## src/rtl/fifo_arb_pkg.sv

```systemverilog
// Shared types and the round-robin winner function for the fifo write-port arbiter
// and any later bus arbiter that needs the same fairness rule.
package fifo_arb_pkg;

    localparam int MAX_REQ = 8;
    localparam int IDX_W   = 3;

    typedef enum logic {IDLE, BURST} arb_state_t;

    // Winner = first requester found scanning last+1, last+2, ... modulo n.
    // Scanning from the far end down lets the nearest hit overwrite farther ones.
    function automatic logic [IDX_W-1:0] rr_next(
        input logic [MAX_REQ-1:0] req,
        input logic [IDX_W-1:0]   last,
        input int                 n
    );
        logic [IDX_W-1:0] win;
        logic [IDX_W-1:0] cidx;
        int               cand;
        win = last;
        for (int k = MAX_REQ; k >= 1; k--) begin
            if (k <= n) begin
                cand = (int'(last) + k) % n;
                cidx = IDX_W'(cand);
                if (req[cidx]) begin
                    win = cidx;
                end
            end
        end
        return win;
    endfunction

endpackage

```

## src/rtl/rr_pick.sv

```systemverilog
// Combinational round-robin priority picker: given a request vector and the
// previous winner, returns whether anyone requests and who wins.
module rr_pick
    import fifo_arb_pkg::*;
#(
    parameter int N  = 4,
    parameter int IW = (N > 1) ? $clog2(N) : 1
) (
    input  logic [N-1:0]  req,
    input  logic [IW-1:0] last,
    output logic          valid,
    output logic [IW-1:0] idx
);

    logic [MAX_REQ-1:0] req_ext;
    logic [IDX_W-1:0]   last_ext;
    logic [IDX_W-1:0]   pick;

    always_comb begin
        req_ext            = '0;
        req_ext[N-1:0]     = req;
        last_ext           = '0;
        last_ext[IW-1:0]   = last;
        pick               = rr_next(req_ext, last_ext, N);
        idx                = pick[IW-1:0];
        valid              = |req;
    end

endmodule

```

## src/rtl/fifo_wr_arbiter.sv

```systemverilog
// Round-robin, burst-granular sharing of one fifo write port among NUM_REQ producers.
// Handshake: a word moves when req[i] and gnt[i] are both high in the same cycle.
module fifo_wr_arbiter
    import fifo_arb_pkg::*;
#(
    parameter int NUM_REQ    = 4,
    parameter int DATA_WIDTH = 8,
    parameter int MAX_BURST  = 4
) (
    input  logic                          clk,
    input  logic                          reset,
    input  logic [NUM_REQ-1:0]            req,
    input  logic [NUM_REQ*DATA_WIDTH-1:0] req_data,
    input  logic [NUM_REQ-1:0]            req_last,
    output logic [NUM_REQ-1:0]            gnt,
    input  logic                          fifo_full,
    output logic                          fifo_wr,
    output logic [DATA_WIDTH-1:0]         fifo_w_data,
    output logic [$clog2(NUM_REQ)-1:0]    owner,
    output logic                          busy
);

    localparam int OW = $clog2(NUM_REQ);
    localparam int CW = $clog2(MAX_BURST + 1);

    arb_state_t      state_q, state_d;
    logic [OW-1:0]   owner_q, owner_d;
    logic [OW-1:0]   last_q, last_d;
    logic [CW-1:0]   cnt_q, cnt_d;

    logic            pick_valid;
    logic [OW-1:0]   pick_idx;
    logic            xfer;
    logic            release_burst;

    rr_pick #(.N(NUM_REQ), .IW(OW)) u_pick (
        .req   (req),
        .last  (last_q),
        .valid (pick_valid),
        .idx   (pick_idx)
    );

    always_ff @(posedge clk) begin
        if (reset) begin
            state_q <= IDLE;
            owner_q <= '0;
            last_q  <= OW'(NUM_REQ - 1);
            cnt_q   <= '0;
        end else begin
            state_q <= state_d;
            owner_q <= owner_d;
            last_q  <= last_d;
            cnt_q   <= cnt_d;
        end
    end

    always_comb begin
        state_d       = state_q;
        owner_d       = owner_q;
        last_d        = last_q;
        cnt_d         = cnt_q;
        release_burst = 1'b0;
        case (state_q)
            IDLE: begin
                if (pick_valid) begin
                    state_d = BURST;
                    owner_d = pick_idx;
                    cnt_d   = '0;
                end
            end
            BURST: begin
                if (xfer) begin
                    cnt_d = cnt_q + CW'(1);
                end
                release_burst = (xfer & req_last[owner_q])
                              | (xfer & (cnt_q == CW'(MAX_BURST - 1)))
                              | ~req[owner_q];
                if (release_burst) begin
                    state_d = IDLE;
                    last_d  = owner_q;
                end
            end
            default: state_d = IDLE;
        endcase
    end

    // Only the owner's slice is ever selected, so junk on other slices cannot leak out.
    // Grants are held off during reset so a word offered in that cycle is not written.
    always_comb begin
        gnt         = '0;
        xfer        = 1'b0;
        fifo_wr     = 1'b0;
        fifo_w_data = req_data[int'(owner_q)*DATA_WIDTH +: DATA_WIDTH];
        if (state_q == BURST && !reset) begin
            gnt[owner_q] = ~fifo_full;
            xfer         = req[owner_q] & ~fifo_full;
            fifo_wr      = xfer;
        end
        busy  = (state_q == BURST);
        owner = owner_q;
    end

endmodule
```

## config.mk

```make
export PLATFORM = sky130hd
export DESIGN_NAME = fifo_wr_arbiter
export DESIGN_NICKNAME = d
export VERILOG_FILES = /design/src/rtl/fifo_arb_pkg.sv /design/src/rtl/rr_pick.sv /design/src/rtl/fifo_wr_arbiter.sv
export SDC_FILE = /design/constraint.sdc
export NUM_CORES = 1
export LEC_CHECK = 0
export ABC_AREA = 0
export CAP_MARGIN = 10
export CORE_ASPECT_RATIO = 0.9
export CORE_UTILIZATION = 36
export CTS_CLUSTER_SIZE = 28
export DETAILED_ROUTE_END_ITERATION = 8
export PLACE_DENSITY_LB_ADDON = 0.2
export SLEW_MARGIN = 20
export SYNTH_ARGS = -nofsm -noshare
export SYNTH_HDL_FRONTEND = slang
export SYNTH_SLANG_ARGS = --single-unit
```

## constraint.sdc

```tcl
create_clock -name clk -period 2.95 [get_ports clk]
set_input_delay 0.295 -clock clk [delete_from_list [all_inputs] [get_ports clk]]
set_output_delay 0.295 -clock clk [all_outputs]
set_load 0.02 [all_outputs]
```

==> impl_metrics.py <==
metrics = {
    "route": {
        "num_vias": 862,
        "first_pass_iters": 4,
        "ant_nets": 0,
        "wl_met2_um": 1230,
        "wl_met1_um": 1060,
        "top_layer_used": "met4",
        "routedWlPerCell_um": 15.7,
        "drt_wl_total_um": 2510,
        "routed-wl-met3_um": 210,
        "dr.first_iter.drc_count": 16,
        "route.detailed.drc": 0,
        "via_per_inst": 5.39,
    },
    "yosys": {
        "synth_top_area_share_pct": 20.4,
        "ys_ff_latch": 8,
        "ys_async_sr_fraction_pct": 0,
        "syn_avg_cell_area_um2": 10.2,
        "syn_area_um2": 785,
        "synth.net_count": 122,
        "synth.largest_area_cell": "dfxtp_1",
        "synth_ff_type": "dfxtp_1",
        "synth_edf_count": 0,
        "syn-instance-count": 77,
        "seq_area_frac_synth_pct": 20.4,
        "ys_warn_count": 0,
        "synth_cell_type_count": 31,
        "yosys-top-cells-area": "dfxtp_1 (20%), mux4_2 (14%), mux4_1 (13%)",
    },
    "sta": {
        "max_slew_margin_pct": 56.0,
        "layout_worst_path_cycle_share_pct": 83.8,
        "setup_ws_ns": 0.479,
        "period_minus_slack_ns": 2.47,
        "whs_ns": 0.514,
        "finalClockSkew_ns": 0.0124,
        "fmax_mhz": 405,
        "rsz0062_at_grt": "false",
        "worstMarginPinSlew_ns": 0.653,
        "finalSetupViolations": 0,
        "tns_ns": 0,
        "finalHoldViolCount": 0,
        "slew_violations": 0,
    },
    "clock_tree": {
        "holdBufCountCts": 0,
        "post-cts-setup-buffers": 0,
        "post_cts_resized": 0,
        "cts_made_buffers": 3,
        "cts_root_buf": "clkbuf_4",
        "clk_pin_slew_ns": 0.05,
        "cts_tree": "done",
        "worstSkewPairLatency_ns": 0.25,
        "htree_num_levels": 1,
        "cts_buffer_depth": 2,
        "cts_sinks": 8,
    },
    "critical_path": {
        "critical_path_required_ns": 2.65,
        "r2r_slack_ns": 1.13,
        "worstSetupEndpointType": "output port",
        "worstPathArrival_ns": 2.18,
        "cp_max_fo": 11,
        "cp-start-kind": "input port",
        "reg2reg_depth": 4,
        "criticalPathCategory": "input port to output port",
    },
    "placed_design": {
        "portBuffers": 58,
        "dp_worst_setup_slack_ns": 0.497,
        "gp_congestion": 0.754,
        "dp_hpwl_um": 2080,
    },
    "die": {
        "start_util_pct": 39.4,
        "rows": 15,
        "die_area_um2": 2370,
        "ioPinCount": 59,
        "die_h_um": 46.3,
        "die_w_um": 51.2,
        "core_um2": 1990,
    },
    "grt": {
        "grt_overflow": 0,
        "grt_pass1_wl_um": 3620,
        "antenna_found_initial": 0,
        "grt_max_degree": 18,
        "grtUsageTotal_pct": 21.0,
        "grt_pass1_vias": 793,
    },
    "pwr": {
        "p_leak_nw": 0.518,
        "peakVddDrop_uv": 279,
        "powerDensity_nw_per_um2": 350,
    },
    "cells_and_area": {
        "drive_above_1_share_pct": 14.8,
        "seq_area_um2": 160,
        "nNetsFinal": 182,
        "n_fill_cell": 169,
        "area_growth_pct": 76.7,
        "multi_input_area_um2": 562,
        "n_antenna_cell": 0,
    },
    "flow_run": {
        "max_cap_viol_count": 0,
    },
    "min_path": {
        "hold_class": "flip-flop to flip-flop",
        "worstHoldPathCells": 2,
    },
    "status": {
        "outcome": "completed",
    },
}
-- flip-flops by register name (all words and copies together) (netlist names) --
signal / count
owner: 2
busy: 1
cnt_q: 3
last_q: 2
-- cell usage in the layout (no fill, tap or decap) --
| master | n |
|---|---|
| nor3b_2 | 1 |
| nand3b_1 | 2 |
| o31ai_1 | 1 |
| mux2i_1 | 1 |
| buf_4 | 2 |
| nor3_1 | 1 |
| a221oi_1 | 1 |
| o211ai_1 | 1 |
| nand2b_4 | 1 |
| clkbuf_4 | 3 |
| or2_2 | 1 |
| clkdlybuf4s50_1 | 58 |
| and2_2 | 2 |
| inv_1 | 4 |
| nor3b_1 | 2 |
| mux2_2 | 4 |
| mux4_1 | 4 |
| a21oi_1 | 5 |
| nor4_1 | 1 |
| mux4_2 | 5 |
| nand2_1 | 4 |
| and3_1 | 1 |
| nor2_1 | 9 |
| ha_1 | 2 |
| a221o_1 | 1 |
| dfxtp_1 | 8 |
| nand2b_1 | 3 |
| o31a_2 | 1 |
| o21ai_0 | 5 |
| a211oi_1 | 1 |
-- stage by stage --
step,utilization [%],instance area (um2),cells,total power (W)
final,69.7,1390,160,0.000485
after floorplan,-,785,77,0.000283
after detailed placement,68.6,1360,157,0.000404
after CTS,69.7,1390,160,0.000488
after global placement,68.6,1360,157,0.000399
after global routing,69.7,1390,160,0.000512
-- power by group --
group | internal [W] | switching [W]
Clock | 0.0000466 | 0.0000379
Sequential | 0.000119 | 0.0000174
Combinational | 0.000162 | 0.000103
Total | 0.000327 | 0.000158
-- per-layer routing --
metal  vias to the layer above  global-route usage [%]
li1                        416                       -
met1                       407                    23.2
met2                        37                    39.2
met3                         2                    7.92
met4                         0                    3.33
met5                         -                       0
-- path summary, 6_finish.rpt --
kind / from / endpoint
min: cnt_q[1] / cnt_q[1]
max reg2reg: owner[0] / last_q[0]
min reg2reg: cnt_q[1] / cnt_q[1]
max: reset / fifo_wr
-- cell type report --
class,count,share of cell area (%)
inverter,4,1.08
sequential,8,11.6
tap,25,2.26
timing repair buffer,60,43.0
clock buffer,3,1.62
multi-input combinational,60,40.5
-- synthesized netlist by cell type (all sizes together) (2+ instances only) --
| cell | number |
|---|---|
| ha | 2 |
| and2 | 2 |
| nand2 | 4 |
| nor2 | 9 |
| mux2 | 4 |
| a21oi | 5 |
| nand2b | 4 |
| mux4 | 9 |
| dfxtp | 8 |
| nor3b | 3 |
| clkbuf | 2 |
| inv | 4 |
| nand3b | 2 |
| buf | 3 |
| o21ai | 5 |
-- kinds of logic (layout without fill, tap and decap cells) --
logic type      after synthesis  count (layout)  share of synthesized area [%]
compound gates               16              16                           12.9
fa+ha+maj                     2               2                           3.19
simple gates                 28              28                           20.7
mux                          14              14                           34.8
flops                         8               8                           20.4
buf+inv                       9              67                           7.97
-- critical path, stage by stage --
cell             delay, ns
clkdlybuf4s50_1       0.61
nor3b_1               0.38
nand2_1               0.18
inv_1                 0.11
clkdlybuf4s50_1       0.60
(Power assumes the default switching activity.)
